### src/rtl/pcx_cpx_txn_tracker.sv
// Per-CPU PCX/CPX outstanding-transaction tracker with overflow/underflow/timeout flags.
// Optional per-packet trace enabled by defining PCXCPX_TRACE_EN.
module pcx_cpx_txn_tracker #(
    parameter int          NUM_CPU  = 8,
    parameter int          MAX_OUT  = 8,
    parameter int          TIMEOUT  = 4096,
    parameter int          CNT_W    = 32,
    parameter logic [31:0] REQ_MASK = 32'h0000_0077,
    parameter logic [15:0] RET_MASK = 16'h0055,
    localparam int         OUT_W    = $clog2(MAX_OUT + 1),
    localparam int         CPU_W    = (NUM_CPU > 1) ? $clog2(NUM_CPU) : 1
) (
    input  logic                     clk,
    input  logic                     rst,
    input  logic                     mon_en,
    input  logic                     err_clr,
    input  logic [NUM_CPU-1:0]       pcx_vld,
    input  logic [5*NUM_CPU-1:0]     pcx_rqtype,
    input  logic [NUM_CPU-1:0]       cpx_vld,
    input  logic [4*NUM_CPU-1:0]     cpx_rqtype,
    output logic [OUT_W*NUM_CPU-1:0] outstanding,
    output logic [NUM_CPU-1:0]       err_ovf,
    output logic [NUM_CPU-1:0]       err_udf,
    output logic [NUM_CPU-1:0]       err_tmo,
    output logic                     any_err,
    output logic [CPU_W-1:0]         first_err_cpu,
    output logic                     all_idle,
    output logic [CNT_W-1:0]         pcx_cnt,
    output logic [CNT_W-1:0]         cpx_cnt
);

    localparam int               POP_W   = $clog2(NUM_CPU + 1);
    localparam int               SUM_W   = ((CNT_W > POP_W) ? CNT_W : POP_W) + 1;
    localparam logic [OUT_W-1:0] MAX_CNT = OUT_W'(MAX_OUT);
    localparam logic [15:0]      TMO     = 16'(TIMEOUT);
    localparam logic [15:0]      TMO_M1  = 16'(TIMEOUT - 1);

    logic [OUT_W-1:0]   cnt_p1   [NUM_CPU];
    logic [15:0]        wd_p1    [NUM_CPU];
    logic [OUT_W-1:0]   cnt_nxt  [NUM_CPU];
    logic [15:0]        wd_nxt   [NUM_CPU];
    logic [NUM_CPU-1:0] inc, dec;
    logic [NUM_CPU-1:0] ovf_set, udf_set, tmo_set, new_err;
    logic [CPU_W-1:0]   first_nxt;

    function automatic logic [POP_W-1:0] popcount(input logic [NUM_CPU-1:0] v);
        logic [POP_W-1:0] p;
        p = '0;
        for (int i = 0; i < NUM_CPU; i++) p = p + POP_W'(v[i]);
        return p;
    endfunction

    function automatic logic [CNT_W-1:0] sat_add(input logic [CNT_W-1:0] a,
                                                 input logic [POP_W-1:0] b);
        logic [SUM_W-1:0] s;
        s = SUM_W'(a) + SUM_W'(b);
        return (s > SUM_W'({CNT_W{1'b1}})) ? {CNT_W{1'b1}} : s[CNT_W-1:0];
    endfunction

    // stage 0: decode tracked packets and compute next counter/watchdog state
    always_comb begin
        first_nxt = '0;
        for (int n = 0; n < NUM_CPU; n++) begin
            inc[n]     = mon_en & pcx_vld[n] & REQ_MASK[pcx_rqtype[5*n +: 5]];
            dec[n]     = mon_en & cpx_vld[n] & RET_MASK[cpx_rqtype[4*n +: 4]];
            cnt_nxt[n] = cnt_p1[n];
            wd_nxt[n]  = wd_p1[n];
            ovf_set[n] = 1'b0;
            udf_set[n] = 1'b0;
            tmo_set[n] = 1'b0;
            if (inc[n] && !dec[n]) begin
                if (cnt_p1[n] == MAX_CNT) ovf_set[n] = 1'b1;
                else                      cnt_nxt[n] = cnt_p1[n] + OUT_W'(1);
            end else if (dec[n] && !inc[n]) begin
                if (cnt_p1[n] == '0) udf_set[n] = 1'b1;
                else                 cnt_nxt[n] = cnt_p1[n] - OUT_W'(1);
            end
            // watchdog runs off the registered count, so it starts one cycle after the first request
            if (mon_en) begin
                if (cnt_p1[n] == '0 || dec[n]) begin
                    wd_nxt[n] = '0;
                end else if (wd_p1[n] != TMO) begin
                    wd_nxt[n]  = wd_p1[n] + 16'd1;
                    tmo_set[n] = (wd_p1[n] == TMO_M1);
                end
            end
        end
        new_err = ovf_set | udf_set | tmo_set;
        for (int n = NUM_CPU - 1; n >= 0; n--) begin
            if (new_err[n]) first_nxt = CPU_W'(n);
        end
    end

    // stage 1: registered tracking state
    always_ff @(posedge clk or posedge rst) begin
        if (rst) begin
            for (int n = 0; n < NUM_CPU; n++) begin
                cnt_p1[n] <= '0;
                wd_p1[n]  <= '0;
            end
            err_ovf       <= '0;
            err_udf       <= '0;
            err_tmo       <= '0;
            first_err_cpu <= '0;
            pcx_cnt       <= '0;
            cpx_cnt       <= '0;
        end else begin
            for (int n = 0; n < NUM_CPU; n++) begin
                cnt_p1[n] <= cnt_nxt[n];
                wd_p1[n]  <= wd_nxt[n];
            end
            // a clear in the same cycle as a new error wins; the new error is dropped
            if (err_clr) begin
                err_ovf       <= '0;
                err_udf       <= '0;
                err_tmo       <= '0;
                first_err_cpu <= '0;
            end else begin
                err_ovf <= err_ovf | ovf_set;
                err_udf <= err_udf | udf_set;
                err_tmo <= err_tmo | tmo_set;
                if (!any_err && (new_err != '0)) first_err_cpu <= first_nxt;
            end
            if (mon_en) begin
                pcx_cnt <= sat_add(pcx_cnt, popcount(pcx_vld));
                cpx_cnt <= sat_add(cpx_cnt, popcount(cpx_vld));
            end
        end
    end

    always_comb begin
        outstanding = '0;
        all_idle    = 1'b1;
        for (int n = 0; n < NUM_CPU; n++) begin
            outstanding[OUT_W*n +: OUT_W] = cnt_p1[n];
            if (cnt_p1[n] != '0) all_idle = 1'b0;
        end
    end

    assign any_err = (err_ovf != '0) || (err_udf != '0) || (err_tmo != '0);

`ifdef PCXCPX_TRACE_EN
    always @(posedge clk) begin
        if (!rst) begin
            for (int n = 0; n < NUM_CPU; n++) begin
                if (inc[n])
                    $display("%0t cpu %0d PCX rqtype %b count %0d", $time, n,
                             pcx_rqtype[5*n +: 5], cnt_nxt[n]);
                if (dec[n])
                    $display("%0t cpu %0d CPX rqtype %b count %0d", $time, n,
                             cpx_rqtype[4*n +: 4], cnt_nxt[n]);
                if (!err_clr && ovf_set[n]) $display("%0t PCXCPX ERROR overflow cpu %0d", $time, n);
                if (!err_clr && udf_set[n]) $display("%0t PCXCPX ERROR underflow cpu %0d", $time, n);
                if (!err_clr && tmo_set[n]) $display("%0t PCXCPX ERROR timeout cpu %0d", $time, n);
            end
        end
    end
`endif

endmodule

### config.mk
export PLATFORM = sky130hd
export DESIGN_NAME = pcx_cpx_txn_tracker
export DESIGN_NICKNAME = d
export VERILOG_FILES = /design/src/rtl/pcx_cpx_txn_tracker.sv
export SDC_FILE = /design/constraint.sdc
export NUM_CORES = 1
export LEC_CHECK = 0
export CAP_MARGIN = 20
export CORE_MARGIN = 3
export CORE_UTILIZATION = 60
export CTS_BUF_LIST = sky130_fd_sc_hd__clkbuf_8
export DETAILED_ROUTE_END_ITERATION = 12
export PLACE_DENSITY = 0.87
export SLEW_MARGIN = 20
export SYNTH_ARGS = -nofsm -noshare
export SYNTH_HDL_FRONTEND = slang
export SYNTH_SLANG_ARGS = --single-unit
### constraint.sdc
create_clock -name clk -period 20.6 [get_ports clk]
set_clock_uncertainty 0.05 [all_clocks]
set_input_delay 6.18 -clock clk [delete_from_list [all_inputs] [get_ports clk]]
set_output_delay 6.18 -clock clk [all_outputs]
set_load 0.1 [all_outputs]
==> out/metrics.yaml, run 1 <==
outcome:
  status: "complete, no violations"
setup_path:
  crit_slowest_cell: "nand4bb_1"
  crit_family: "adder cells"
  critical_path_arrival_ps: 10900
  crit_top_cell: "fa_1"
  crit_path_start_kind: "input port"
  cpPeakStageDelay_ps: 790
  crit_type: "in -> reg"
  rr_worst_depth: 12
  cp.required_ps: 21040
  r2r_setup_slack_ps: 16490
  cp-startpoint: "cpx_vld[0]"
  r2r_start: "cpx_cnt[0]"
  r2r-end: "cpx_cnt[30]"
  crit_fanout: 22
  critPathCapture: "cpx_cnt[30]"
  cp_num_buf_inv: 3
  endpoint_kind: "flop"
  cp_num_cells: 14
  worstPathCellList: "clkdlybuf4s50_1 > fa_1 > inv_1 > fa_1 > fa_1 > fa_1 > inv_1 > fa_1 > a21o_1 > a21oi_1 > nor4_1 > nand4bb_1 > nand3_1 > o21a_1"
sta:
  max_freq_ghz: 0.0956
  timing.final.hold_violations: 0
  fin_setup_tns_ps: 0
  grt_setup_unrepaired: "false"
  worstMarginPinSlew_ps: 1090
  slew_headroom_pct: 27.2
  finalCritPeriodShare_pct: 50.8
  setup_violations: 0
  fin_crit_ps: 10460
  report.final.slew_viol_count: 0
grt:
  grt_max_degree: 98
  globalRouteOverflowTotal: 0
  grt_usage_pct: 29.2
  antenna_found_initial: 1
  grt_pass1_wl_um: 62800
  grt_pass1_vias: 12600
detailed_routing:
  num_vias: 12600
  vias_per_cell: 5.96
  antenna_left: 0
  wirelength_um: 37900
  drt_iter0_drc: 850
  drc: 0
  wl_per_cell_um: 18.0
  first_pass_iters: 5
placed_design:
  gp_congestion: 0.921
  portBuffers: 192
  dp_hpwl_um: 27300
die:
  num_rows: 56
  core_area_um2: 23600
  dieArea_um2: 26100
  io_pins: 217
  initial_utilization_pct: 61.4
  fp.dieW_um: 161
  die_h_um: 161
synthesis:
  syn-cell-area_um2: 14500
  async_flop_share_pct: 100
  synth.area.top_cells: "dfrtp_1 (43%), ha_1 (5.2%), xor2_1 (5.0%), xnor2_1 (4.8%), nor2_1 (4.6%)"
  syn_inst: 1545
  synth_warnings: 0
  ys_ff_latch: 251
  ys_seq_area_share_pct: 43.3
  synth_edf_count: 0
  syn_avg_cell_area_um2: 9.38
  synth_fp_nets: 1715
  yosysUniqueCellTypes: 75
  ys.flop_type: "dfrtp_1"
  synth_top_area_share_pct: 43.3
  synth.largest_area_cell: "dfrtp_1"
clock_tree:
  postCtsSetupBuffers: 0
  cts_resized: 0
  clk_pin_slew_ps: 60
  cts_hold_buf: 0
  ctsHtreeMaxLevel: 2
  clkLatencyLatePin_ps: 560
  clock-root-buffer: "clkbuf_8"
  cts.sinks: 251
  clock_path_buffers: 3
  numCtsBuffers: 45
  cts_tree: "yes"
power_and_ir_drop:
  p_int_mw: 1.17
  power_frac_comb_pct: 43.9
  pwr-share-clk_pct: 23.5
  leakage_nw: 8.02
  p_sw_mw: 0.993
  power_frac_seq_pct: 32.7
  swShare_pct: 45.9
  power_density_nw_per_um2: 122
  peakVddDrop_uv: 124
min_path:
  min_path_type: "reg -> reg"
finish:
  syn_to_final_growth_pct: 22.5
  fin_util_pct: 75.2
  drive_above_1_share_pct: 6.98
  layout.nets: 1928
  antenna_cells: 0
flow_run:
  maxCapViolCount: 0
[worst min path at each step]
| stage | start | to | slack (ps) | cells past startpoint |
|---|---|---|---|---|
| after floorplan | wd_p1[113] | wd_p1[113] | 440 | 2 |
| after detailed placement | cpx_cnt[3] | cpx_cnt[3] | 460 | 1 |
| final | wd_p1[79] | wd_p1[79] | 490 | 2 |
| after global placement | cpx_cnt[3] | cpx_cnt[3] | 450 | 1 |
| after CTS | cpx_cnt[3] | cpx_cnt[3] | 480 | 1 |
| after global routing | cpx_cnt[3] | cpx_cnt[3] | 500 | 1 |
[power groups by stage]
stage | clock [mW] | sequential [mW] | combinational [mW]
after floorplan | 0 | 1.04 | 0.367
after global placement | 0 | 0.703 | 0.914
after detailed placement | 0 | 0.711 | 0.941
after CTS | 0.515 | 0.704 | 0.949
after global routing | 0.539 | 0.722 | 1.02
final | 0.507 | 0.707 | 0.948
[worst min-delay path: stages (launching register included)]
cell     delay [ps]
dfrtp_1         350
xor2_1           70
nor2_1           80
[cells in the final DEF (no fill, tap or decap), drive strengths merged, types with 33 or more instances in the layout]
cell,synthesis,final
a21oi,65,65
and3,33,33
clkbuf,29,60
clkdlybuf4s50,0,191
dfrtp,251,251
ha,60,60
inv,90,101
nand2,156,156
nand3,72,72
nand4,56,56
nor2,179,179
nor3,39,39
nor4,37,37
o21ai,57,57
or3,33,33
xnor2,79,79
xor2,82,82
[metrics by stage]
| stage | hold WS [ps] | area (um^2) | setup WS [ps] | instances | power [mW] |
|---|---|---|---|---|---|
| 4_1_cts | 481 | 17700 | 10170 | 2110 | 2.17 |
| 6_report | 485 | 17800 | 10140 | 2111 | 2.16 |
| 3_5_place_dp | 464 | 16700 | 9650 | 2029 | 1.65 |
| 3_3_place_gp | 450 | 16700 | 9670 | 2029 | 1.62 |
| 5_1_grt | 504 | 17800 | 9890 | 2111 | 2.28 |
| 2_1_floorplan | 439 | 14500 | 7470 | 1545 | 1.41 |
[routing by layer]
| metal | GRT usage [%] | vias to the layer above | share of wire, % |
|---|---|---|---|
| met5 | 0 | - | 0.034 |
| li1 | - | 5900 | - |
| met3 | 5.87 | 95 | 7.0 |
| met1 | 38.2 | 6130 | 41 |
| met2 | 48.0 | 459 | 48 |
| met4 | 11.9 | 2 | 3.6 |
[synth_stat cells (10+ instances only)]
cell type  number
or4_1          13
nand4_1        56
a21o_1         12
o21a_1         10
xnor2_1        79
clkbuf_1       29
a31oi_1        25
dfrtp_1       251
and3_1         32
and4_1         15
nor3_1         39
and2_1         10
ha_1           60
a21oi_1        65
inv_1          88
nor4_1         35
nor2_1        178
o21ai_0        54
or3_1          33
nand3_1        72
xor2_1         82
fa_1           18
nand2_1       156
[cell families after synthesis]
| family | after synthesis | synth area share, % |
|---|---|---|
| XOR/XNOR | 161 | 9.73 |
| AND/OR/NAND/NOR | 694 | 24.7 |
| flip-flops | 251 | 43.3 |
| buffers and inverters | 125 | 3.33 |
| adder cells (fa/ha/maj) | 78 | 7.66 |
| AO/OA/AOI/OAI | 229 | 10.7 |
| multiplexers | 7 | 0.526 |
[area by class of cell]
type / instances / area, um^2
multi-input combinational: 1169 / 7740
sequential: 251 / 6280
fill: 1665 / 5850
timing repair buffer: 200 / 2000
clock buffer: 60 / 826
tap: 319 / 399
inverter: 91 / 350
clock inverter: 21 / 171
[flip-flops by register name (all words and copies together), names as in the netlist]
name and count:
cpx_cnt 32, err_ovf 8, err_tmo 8, err_udf 8
first_err_cpu 3, outstanding 32, pcx_cnt 32, wd_p1 128
(Power assumes the default switching activity.)
==> run 2: changes to the inputs <==
CORE_UTILIZATION = 57   (was 60)
PLACE_DENSITY = 0.83   (was 0.87)
clock period = 10.8 ns   (was 20.6 ns; I/O delays follow)
==> out/metrics.yaml, run 2 (same netlist as run 1, synthesis figures left out) <==
detailed_routing:
  vias_per_cell: 5.91
  antenna_left: 0
  first_pass_iters: 5
  drc: 0
  wl_per_cell_um: 17.6
  wirelength_um: 37200
  drt_iter0_drc: 950
  num_vias: 12500
grt:
  grt_pass1_wl_um: 61500
  grt_util_met3_pct: 5.94
  grt_pass1_vias: 12200
  grt.busiest_layer: "met2"
  grt_usage_pct: 27.8
  antenna_found_initial: 2
  globalRouteOverflowTotal: 0
  grt_util_met1_pct: 36.9
  grt_max_degree: 142
  gr-usage-met2_pct: 46.0
setup_path:
  critical_path_arrival_ps: 7990
  endpoint_kind: "flop"
  crit_type: "in -> reg"
  cp.required_ps: 11230
  crit_fanout: 22
  crit_path_start_kind: "input port"
die:
  io_pins: 217
  fp.dieW_um: 165
  num_rows: 57
  core_area_um2: 24700
  die_h_um: 165
  initial_utilization_pct: 58.8
  dieArea_um2: 27400
clock_tree:
  numCtsBuffers: 44
  clk_pin_slew_ps: 60
  ctsHtreeMaxLevel: 2
  postCtsSetupBuffers: 0
  cts.sinks: 251
  clock-root-buffer: "clkbuf_8"
  clock_path_buffers: 3
  clkLatencyLatePin_ps: 550
  cts_resized: 0
  cts_tree: "yes"
  cts_hold_buf: 0
sta:
  grt_setup_unrepaired: "false"
  worstMarginPinSlew_ps: 1070
  timing.final.hold_violations: 0
  report.final.slew_viol_count: 0
  finalCritPeriodShare_pct: 69.9
  setup_violations: 0
  fin_setup_tns_ps: 0
  max_freq_ghz: 0.132
  fin_crit_ps: 7550
  slew_headroom_pct: 28.4
  whs_ps: 481
outcome:
  status: "complete, no violations"
power_and_ir_drop:
  swShare_pct: 46.3
  power_frac_comb_pct: 44.8
  power_frac_seq_pct: 33.4
  p_sw_mw: 1.86
  leakage_nw: 7.95
  p_int_mw: 2.16
  power_density_nw_per_um2: 228
  pwr-share-clk_pct: 21.8
  peakVddDrop_uv: 247
finish:
  largest-register: "wd_p1"
  drive_above_1_share_pct: 6.51
  final_cell_mix: "dfrtp_1 (251), clkdlybuf4s50_1 (191), nor2_1 (178)"
  layout.nets: 1927
  nFillCells: 1886
  largest_register_ff_count: 128
  syn_to_final_growth_pct: 21.6
  final_common_cell: "dfrtp_1"
min_path:
  min_path_type: "reg -> reg"
placed_design:
  portBuffers: 192
  gp_congestion: 0.899
  dp_hpwl_um: 26900
flow_run:
  maxCapViolCount: 0
-- run 2: through the flow --
step                      utilization, %  setup WS, ps  cells  total power [mW]  cell area [um^2]
after floorplan                        -           610   1545              2.69             14500
after global placement              67.9          2800   2035              3.09             16700
after detailed placement            67.9          2750   2035              3.15             16700
after CTS                           71.4          3290   2106              4.03             17600
after global routing                71.4          3030   2107              4.25             17600
final                               71.4          3250   2107              4.02             17600
-- run 2: per-layer routing --
layer  wire length, um  up-vias
li1                  -     5905
met1             15600     6087
met2             18000      388
met3              2570       72
met4               986        2
met5                13        -
-- run 2: cell type report --
cell class | count | area (um^2) | share of cell area [%]
well taps | 324 | 405 | 2.30
repair buffers | 200 | 1980 | 11.2
diodes | 1 | 2.50 | 0.0142
flip-flops and latches | 251 | 6280 | 35.6
clock inverters | 10 | 37.5 | 0.213
clock buffers | 61 | 840 | 4.76
multi-input cells | 1169 | 7740 | 43.9
inverters | 91 | 350 | 1.99
-- run 2: final timing paths --
check / startpoint / end / slack (ps) / depth (start not counted)
hold / removal: cpx_cnt[3] / cpx_cnt[3] / 480 / 1
max in group asynchronous: rst / cpx_cnt[3] / 6050 / 3
setup / recovery: cpx_vld[0] / cpx_cnt[30] / 3250 / 14
min in group asynchronous: rst / wd_p1[1] / 3210 / 2
setup reg to reg: cpx_cnt[0] / cpx_cnt[30] / 6650 / 12
hold reg to reg: cpx_cnt[3] / cpx_cnt[3] / 480 / 1
-- run 2: critical path: stages --
cell	delay, ps
clkdlybuf4s50_1	450
fa_1	640
inv_1	70
fa_1	520
fa_1	430
fa_1	400
inv_1	90
fa_1	210
a21o_1	120
a21oi_1	140
nor4_1	290
nand4bb_1	820
nand3_1	400
o21a_1	170
-- run 2: power by group through the flow --
| stage | logic (mW) | clock network [mW] | registers [mW] |
|---|---|---|---|
| after global routing | 1.95 | 0.930 | 1.37 |
| after CTS | 1.81 | 0.886 | 1.34 |
| after floorplan | 0.701 | 0 | 1.99 |
| after detailed placement | 1.80 | 0 | 1.35 |
| final | 1.80 | 0.874 | 1.34 |
| after global placement | 1.75 | 0 | 1.34 |
